--- src/rtl/regfile_wb_arbiter.sv ---
// Round-robin writeback arbiter for the single regfile write port.
// Three valid/ready requesters compete; the winner is registered into a
// one-stage write buffer that drives W_addr/W_data/wr_enable directly.
// Optional feature macro: REGFILE_ARB_FWD_EN adds combinational forwarding
// of the buffered write to the two regfile read ports.
module regfile_wb_arbiter #(
  parameter int unsigned width = 64
) (
  input  logic               clk,
  input  logic               reset,
  input  logic               stall,
  input  logic [2:0]         req_valid,
  input  logic [14:0]        req_addr,
  input  logic [3*width-1:0] req_data,
  output logic [2:0]         req_ready,
  output logic [4:0]         W_addr,
  output logic [width-1:0]   W_data,
  output logic               wr_enable
`ifdef REGFILE_ARB_FWD_EN
  ,
  input  logic [4:0]         A_addr,
  input  logic [4:0]         B_addr,
  output logic               A_fwd_valid,
  output logic               B_fwd_valid,
  output logic [width-1:0]   A_fwd_data,
  output logic [width-1:0]   B_fwd_data
`endif
);

  logic [1:0]       rr_ptr_q, rr_ptr_d;
  logic [4:0]       w_addr_q, w_addr_d;
  logic [width-1:0] w_data_q, w_data_d;
  logic             wr_en_q, wr_en_d;

  logic [1:0]       ptr_eff;
  logic [1:0]       cand0, cand1, cand2;
  logic [3:0]       valid_pad;
  logic             grant_valid;
  logic [1:0]       grant_idx;
  logic [4:0]       sel_addr;
  logic [width-1:0] sel_data;

  // Modulo-3 increment; never produces 3.
  function automatic logic [1:0] inc3(input logic [1:0] v);
    return (v >= 2'd2) ? 2'd0 : v + 2'd1;
  endfunction

  // Unreachable pointer value 3 behaves as 0.
  assign ptr_eff   = (rr_ptr_q == 2'd3) ? 2'd0 : rr_ptr_q;
  assign cand0     = ptr_eff;
  assign cand1     = inc3(cand0);
  assign cand2     = inc3(cand1);
  assign valid_pad = {1'b0, req_valid};

  // Priority search starting at the round-robin pointer; stall or reset blocks all grants.
  always_comb begin
    grant_valid = 1'b0;
    grant_idx   = 2'd0;
    if (valid_pad[cand0]) begin
      grant_valid = 1'b1;
      grant_idx   = cand0;
    end else if (valid_pad[cand1]) begin
      grant_valid = 1'b1;
      grant_idx   = cand1;
    end else if (valid_pad[cand2]) begin
      grant_valid = 1'b1;
      grant_idx   = cand2;
    end
    if (stall || !reset) begin
      grant_valid = 1'b0;
    end
    req_ready = 3'b000;
    if (grant_valid) begin
      req_ready[grant_idx] = 1'b1;
    end
  end

  // Select the winning requester's address and data.
  always_comb begin
    sel_addr = req_addr[4:0];
    sel_data = req_data[width-1:0];
    unique case (grant_idx)
      2'd0: begin
        sel_addr = req_addr[4:0];
        sel_data = req_data[width-1:0];
      end
      2'd1: begin
        sel_addr = req_addr[9:5];
        sel_data = req_data[2*width-1:width];
      end
      default: begin
        sel_addr = req_addr[14:10];
        sel_data = req_data[3*width-1:2*width];
      end
    endcase
  end

  // Next state of the write buffer and pointer; R0 writes load but never enable.
  always_comb begin
    rr_ptr_d = ptr_eff;
    w_addr_d = w_addr_q;
    w_data_d = w_data_q;
    wr_en_d  = 1'b0;
    if (grant_valid) begin
      w_addr_d = sel_addr;
      w_data_d = sel_data;
      wr_en_d  = (sel_addr != 5'd0);
      rr_ptr_d = inc3(grant_idx);
    end
  end

  // Buffer and pointer registers.
  always_ff @(posedge clk or negedge reset) begin
    if (!reset) begin
      rr_ptr_q <= 2'd0;
      w_addr_q <= 5'd0;
      w_data_q <= '0;
      wr_en_q  <= 1'b0;
    end else begin
      rr_ptr_q <= rr_ptr_d;
      w_addr_q <= w_addr_d;
      w_data_q <= w_data_d;
      wr_en_q  <= wr_en_d;
    end
  end

  assign W_addr    = w_addr_q;
  assign W_data    = w_data_q;
  assign wr_enable = wr_en_q;

`ifdef REGFILE_ARB_FWD_EN
  // Cover the cycle where the regfile still returns the pre-write value.
  always_comb begin
    A_fwd_valid = wr_en_q && (w_addr_q == A_addr) && (A_addr != 5'd0);
    B_fwd_valid = wr_en_q && (w_addr_q == B_addr) && (B_addr != 5'd0);
    A_fwd_data  = A_fwd_valid ? w_data_q : '0;
    B_fwd_data  = B_fwd_valid ? w_data_q : '0;
  end
`endif

endmodule

--- config.mk ---
export PLATFORM = sky130hd
export DESIGN_NAME = regfile_wb_arbiter
export DESIGN_NICKNAME = d
export VERILOG_FILES = /design/src/rtl/regfile_wb_arbiter.sv
export SDC_FILE = /design/constraint.sdc
export NUM_CORES = 1
export LEC_CHECK = 0
export CORE_AREA = 2 2 111 113
export CTS_CLUSTER_DIAMETER = 80
export CTS_CLUSTER_SIZE = 30
export DETAILED_ROUTE_END_ITERATION = 6
export DIE_AREA = 0 0 113 115
export PLACE_DENSITY = 0.77
export REMOVE_ABC_BUFFERS = 1
export SKIP_LAST_GASP = 1
export SYNTH_ARGS = -nofsm -noshare
export SYNTH_HDL_FRONTEND = slang
export SYNTH_SLANG_ARGS = --single-unit
--- constraint.sdc ---
create_clock -name clk -period 6.4 [get_ports clk]
set_clock_uncertainty 0.1 [all_clocks]
set_input_delay 1.28 -clock clk [delete_from_list [all_inputs] [get_ports clk]]
set_output_delay 1.28 -clock clk [all_outputs]
set_load 0.01 [all_outputs]
# Word-level counts from Yosys, hierarchy flattened
# Index checks and enable logic that the tools add are counted.
# word_totals
reg_bits,72
input_bits,213
# classes
add_sub_neg,3
magnitude_cmp,8
eq_ne,2
muxes,24
reduce_logical,5
# op_table
operator,count
$pmux W64 S2,1
$mux W2,8
$lt A2 B3 Y1 const B,4
$pmux W5 S2,1
$mux W1,9
$add A2 B1 Y2 const B,3
$bmux W1 S2,3
$ge A2 B2 Y1 const B,3
$reduce_bool A5 Y1,1
$mux W3,1
$demux W1 S2,1
$eq A2 B1 Y1 const B,1
$eq A2 B2 Y1 const B,1
$ge A2 B1 Y1 const B,1
$logic_not A2 Y1,1
$logic_and A1 B1 Y1,1
$logic_not A1 Y1,1
$logic_or A1 B1 Y1,1

# Depth between registers and ports, before layout
# Gate-level depths: netlist of run 1.
# logic_depth
ltp_word,16
ltp_mapped,12

# Worst setup path after synthesis of run 1
# Ideal clock, no wire load.
# synth_timing
path_kind,in2out
start,in req_valid[1]
end,out req_ready[0]
arrival_ns,2.597
required_ns,5.020
setup_slack_ns,2.423
cell_stages,7
cell_sequence,mux2i_1 -> nor2_1 -> o31ai_4 -> nor2_2 -> buf_2 -> buf_4 -> and2_1
# synth_between
elab_chain_len,10
# synth_lines
item,line_no,text
start: declaration,12,"input logic [2:0] req_valid,"
$bmux W1 S2,65,end else if (valid_pad[cand2]) begin
$mux W1 (implied by the code),65,
$mux W2,65,
$mux W2,62,end else if (valid_pad[cand1]) begin
$mux W2,59,if (valid_pad[cand0]) begin
$lt A2 B3 Y1 (implied by the code) or $ge A2 B1 Y1 (tied branches),74,req_ready[grant_idx] = 1'b1;
$logic_and A1 B1 Y1 (implied by the code),74,
$mux W1 (implied by the code),74,
$demux W1 S2,74,
$mux W3 *,73,if (grant_valid) begin
end: declaration,15,"output logic [2:0] req_ready,"
# Every way passes the cells marked *; elsewhere a longest branch is shown, timed or not. The select of a mux whose other input is x is not followed.

# Worst setup path in the final report of run 1
# layout_timing
start,in req_valid[1]
end,out req_ready[1]
# The elaborated chain is that of the path after synthesis.

==> results of run 1 <==
[layout make-up]
class                      count  area, sq um  area share [%]
tap                          147        183.9           2.638
clock buffer                  11        232.7           3.338
inverter                       5        18.77          0.2692
multi-input combinational    315         1823           26.14
clock inverter                 2        10.01          0.1435
timing repair buffer         292         2903           41.63
sequential                    72         1802           25.84
[routing by layer]
metal	wire length, microns	GRT usage [%]
met5	0	0
met1	5220	23.02
met4	330	8.374
met2	7069	38.20
met3	1423	6.326
[power by group through the flow]
stage,clock network [mW],logic [mW],registers (mW)
final,0.424,1.88,0.804
after global routing,0.455,2.06,0.836
after CTS,0.438,1.90,0.808
after detailed placement,0,1.90,0.816
after global placement,0,1.83,0.801
after floorplan,0,0.880,0.910
[critical path, cell delays in order]
cell	delay, ns
clkdlybuf4s50_1	0.53
mux2i_1	0.30
o22ai_1	0.20
o2bb2ai_4	0.81
and2_1	0.25
clkdlybuf4s50_1	0.57
[sequential cells by signal (all words and copies together) (netlist names)]
| signal | cells |
|---|---|
| W_data | 64 |
| W_addr | 5 |
| rr_ptr_q | 2 |
| wr_enable | 1 |
[placed cells by master, fill, tap and decap left out, types with 2 or more instances in the layout]
master           instances
or3_1                    2
clkbuf_1                 2
ha_1                     3
clkinv_2                 2
a22o_1                   4
buf_4                    8
mux2_2                   2
clkdlybuf4s50_1        284
inv_1                    5
o21ai_0                  3
mux2_1                   2
nor2_1                  68
a31oi_1                 67
nand2b_1                 2
clkbuf_16                9
dfrtp_1                 72
a21o_1                   3
and2_1                   3
a21oi_1                  2
a22oi_1                 66
nand2_1                 71
[cells by family after synthesis]
logic type,count (synthesis),synth area share (%)
compound gates,154,28.75
mux,5,1.451
fa+ha+maj,3,0.9892
simple gates,153,16.19
flops,72,47.48
buf+inv,44,5.143
[how the worst min path moves through the flow]
| stage | from | endpoint | slack [ns] | cells after the start |
|---|---|---|---|---|
| after detailed placement | W_addr[2] | W_addr[2] | 0.39 | 1 |
| after floorplan | W_addr[1] | W_addr[1] | 0.43 | 1 |
| after global routing | W_addr[1] | W_addr[1] | 0.43 | 1 |
| after CTS | W_addr[2] | W_addr[2] | 0.40 | 1 |
| final | W_addr[2] | W_addr[2] | 0.39 | 1 |
| after global placement | W_addr[2] | W_addr[2] | 0.38 | 1 |
==> results.cfg, run 1 <==
[route]
drtAntennaViolNets = 0
vias = 4370
drtIter0Drc = 246
drc_errors = 21
wire_per_inst_microns = 16.64
drt_wl_total_microns = 14040
viasPerCell = 5.178
dr.pass1.iters = 7

[sta]
setup-tns-final_ns = 0
drv_slew = 0
hold_ws_ns = 0.3950
tightest_slew_ns = 0.9474
fin_crit_sh_pct = 83.23
finalHoldViolCount = 0
max_freq_mhz = 187.7
grt_setup_unrepaired = no
period_needed_ns = 5.327
final-setup-viol-count = 0
setup_slack_ns = 1.073
slew_headroom_pct = 36.74

[yosys]
ys_warn_count = 0
seq_area_frac_synth_pct = 47.48
synth.ff_latch_count = 72
synthFlopType = dfrtp_1
yosys-top-cells-area = dfrtp_1 47%, a22oi_1 13%, a31oi_1 11%
synthTopCellsByCount = 72 x dfrtp_1, 71 x nand2_1, 68 x nor2_1, 67 x a31oi_1, 66 x a22oi_1
syn_area_per_cell_sq_um = 8.805
synth.most_common_cell = dfrtp_1
yosysTopAreaCell = dfrtp_1
synth_area_sq_mm = 0.003795
async_reset_ff_share_pct = 100.0
synthCells = 431
synth_top_area_share_pct = 47.48
ys_types = 37
synth_edf_count = 0

[critical_path]
worst-setup-path-type = primary input to output port
reg2reg_from = rr_ptr_q[1]
cp_max_fo = 38
worstPathRequired_ns = 5.02
r2r-end = wr_enable
startpoint_type = primary input
startpoint = req_valid[1]
r2r_cells = 9
worstSetupEndpointType = output port
regToRegSetupSlack_ns = 2.87
cp-endpoint = req_ready[1]
arrival_ns = 3.95

[cts]
clk_pin_slew_worst_paths_ns = 0.05
cts_sinks = 72
cts_tree = built
cts_buffers = 9
clock_latency_ns = 0.32
cts_setup_buffers = 0
ctsHoldBuffers = 0
max-clock-path-buffers = 2
cts_root_buffer = clkbuf_16
cts-resized-gates = 0
htreeDepth = 3

[pwr]
power_density_mw_per_mm2 = 445.9
p_switching_mw = 1.278
irDropWorstVdd_mv = 0.2372
p_total_mw = 3.110
clkPwrFrac_pct = 13.6
p_int_mw = 1.831
seqPwrFrac_pct = 25.9
leakage_nw = 2.748
swShare_pct = 41.11
combPwrFrac_pct = 60.5

[finish]
antenna_cells = 0
final_util_pct = 59.04
n_fill_cell = 1040
stdcell_area_sq_mm = 0.006973
layout.nets = 911
drive_gt1_share_pct = 3.587
fin_cells = 844
syn2layout_area_growth_pct = 83.75

[global_routing]
grt-ovfl-total = 0
antenna_found_initial = 0
grt_util_all_layers_pct = 21.01
grt_pass1_wl_microns = 21790
grt_pass1_vias = 4507
grt_max_degree = 71

[placement]
placed_cell_area_sq_mm = 0.006730
numPlacedInstances = 831
place.gp.congestion = 0.8224
io_buffer_count = 285
dpl_worst_slack_ns = 1.118
dp_hpwl_microns = 10650

[hold_path]
hold_path.class = flop to flop

[floorplanning]
num_io_pins = 286
die_area_sq_mm = 0.01300
start_util_pct = 32.13
chipHeight_microns = 115
row_count = 40
die_x_microns = 113
core-area_sq_mm = 0.01181

[status]
violations = design-rule violations
outcome = finished, violations left

[run]
cap_violations = 0
Power figures use the tool's default switching activity.
==> run 2: changes to the inputs <==
--- a/config.mk
+++ b/config.mk
@@ -5,12 +5,12 @@
 export SDC_FILE = /design/constraint.sdc
 export NUM_CORES = 1
 export LEC_CHECK = 0
-export CORE_AREA = 2 2 111 113
+export CORE_MARGIN = 2
+export CORE_UTILIZATION = 31
 export CTS_CLUSTER_DIAMETER = 80
 export CTS_CLUSTER_SIZE = 30
 export DETAILED_ROUTE_END_ITERATION = 6
-export DIE_AREA = 0 0 113 115
-export PLACE_DENSITY = 0.77
+export PLACE_DENSITY = 0.78
 export REMOVE_ABC_BUFFERS = 1
 export SKIP_LAST_GASP = 1
 export SYNTH_ARGS = -nofsm -noshare
==> constraint.sdc (replaced) <==
create_clock -name clk -period 4.9 [get_ports clk]
set_clock_uncertainty 0.1 [all_clocks]
set_input_delay 0.98 -clock clk [delete_from_list [all_inputs] [get_ports clk]]
set_output_delay 0.98 -clock clk [all_outputs]
set_load 0.01 [all_outputs]
==> results.cfg, run 2 (synthesis gave the netlist of run 1 again) <==
[status]
outcome = finished clean

[critical_path]
crit_slowest_cell = clkdlybuf4s50_1
crit_path_cell_trace = clkdlybuf4s50_1 > mux2i_1 > nor2_1 > o31ai_4 > and2_1 > clkdlybuf4s50_1
regToRegSetupSlack_ns = 2.01
reg2reg_from = rr_ptr_q[1]
arrival_ns = 3.14
worstSetupEndpointType = output port
r2r_cells = 9
crit_buf_inv = 2
cpPeakStageDelay_ns = 0.61
cp_max_fo = 6
crit_cells = 6
cp_top_family = buffers and inverters
r2r-end = wr_enable
startpoint_type = primary input
worstPathRequired_ns = 3.82
path_common_cell = clkdlybuf4s50_1
worst-setup-path-type = primary input to output port

[global_routing]
grt-ovfl-total = 0
grt_pass1_vias = 4487
grt_max_degree = 73
antenna_found_initial = 0
grt_util_all_layers_pct = 20.87
grt_pass1_wl_microns = 21550

[floorplanning]
core-area_sq_mm = 0.01196
die_area_sq_mm = 0.01314
die_x_microns = 114.6
num_io_pins = 286
row_count = 40
start_util_pct = 31.73
chipHeight_microns = 114.6

[run]
cap_violations = 0

[pwr]
seqPwrFrac_pct = 25.4
p_switching_mw = 1.679
irDropWorstVdd_mv = 0.4131
p_int_mw = 2.456
clkPwrFrac_pct = 15.3
power_density_mw_per_mm2 = 589.1
combPwrFrac_pct = 59.4
swShare_pct = 40.61
leakage_nw = 2.772

[route]
drtAntennaViolNets = 0
vias = 4402
wire_per_inst_microns = 16.74
viasPerCell = 5.191
drtIter0Drc = 214
dr.pass1.iters = 4
drt_wl_total_microns = 14200
drc_errors = 0

[cts]
cts-resized-gates = 0
cts_setup_buffers = 0
cts_sinks = 72
clk_pin_slew_worst_paths_ns = 0.05
clock_latency_ns = 0.32
cts_root_buffer = clkbuf_16
ctsHoldBuffers = 0
cts_tree = built
htreeDepth = 3
cts_buffers = 9
max-clock-path-buffers = 2

[sta]
period_needed_ns = 4.223
hold_ws_ns = 0.3928
drv_slew = 0
grt_setup_unrepaired = no
tightest_slew_ns = 0.9470
slew_headroom_pct = 36.87
final-setup-viol-count = 0
fin_crit_sh_pct = 86.19
max_freq_mhz = 236.8
finalHoldViolCount = 0

[finish]
final_cell_mix = 284 x clkdlybuf4s50_1, 72 x dfrtp_1, 71 x nand2_1, 68 x nor2_1, 67 x a31oi_1
final_common_cell = clkdlybuf4s50_1
syn2layout_area_growth_pct = 84.97
largest_reg_flops = 64
layout.nets = 912
drive_gt1_share_pct = 3.994
n_fill_cell = 1073
final_util_pct = 58.68
antenna_cells = 0

[placement]
place.gp.congestion = 0.9150
io_buffer_count = 285
dp_hpwl_microns = 10700

[hold_path]
hold_path_end = W_addr[1]
hold_path.class = flop to flop
hp-start = W_addr[1]
holdPathStages = 1
## run 2: metal layers
layer	vias up	GRT usage, %	part of all wire, %
met4	0	8.211	2.3
met2	200	38.78	51
met3	26	6.088	8.9
met5	-	0	0
met1	2070	22.01	38
li1	2106	-	-
## run 2: per-stage QoR
stage	power [mW]	setup TNS, ns	cells	cell area, sq um	setup slack (ns)
finish	4.135	0	848	7019	0.6766
global route	4.445	0	848	7019	0.5889
CTS	4.178	0	848	7019	0.6633
detailed placement	3.525	0	832	6738	0.6647
global placement	3.444	0	832	6738	0.7562
floorplan	2.337	-0.2684	392	3618	-0.2684
## run 2: worst max path at each step
stage / start / end
2_1_floorplan: req_valid[2] / req_ready[0]
3_3_place_gp: req_valid[1] / req_ready[2]
3_5_place_dp: req_valid[1] / req_ready[2]
4_1_cts: req_valid[1] / req_ready[2]
5_1_grt: req_valid[1] / req_ready[2]
6_report: req_valid[1] / req_ready[2]
## run 2: area by class of cell
type / instances / area (sq um) / area share [%]
Multi-Input combinational cell: 315 / 1823 / 25.97
Tap cell: 147 / 183.9 / 2.620
Sequential cell: 72 / 1802 / 25.67
Clock inverter: 4 / 45.04 / 0.6417
Inverter: 5 / 18.77 / 0.2674
Clock buffer: 12 / 236.5 / 3.369
Timing Repair Buffer: 293 / 2910 / 41.46
## run 2: power groups by stage
stage / combinational (mW) / sequential (mW) / clock [mW]
finish: 2.45 / 1.05 / 0.631
global route: 2.68 / 1.09 / 0.674
CTS: 2.48 / 1.05 / 0.647
detailed placement: 2.47 / 1.06 / 0
global placement: 2.40 / 1.05 / 0
floorplan: 1.15 / 1.19 / 0
## run 2: worst register-to-register path: stages, from the launching register on
cell and delay (ns):
dfrtp_1 0.38, inv_1 0.07, ha_1 0.44, nor4bb_1 0.33, o31ai_1 0.16, o2bb2ai_4 0.20, nor2_4 0.04, buf_4 0.36
a21o_1 0.29, o41a_1 0.41
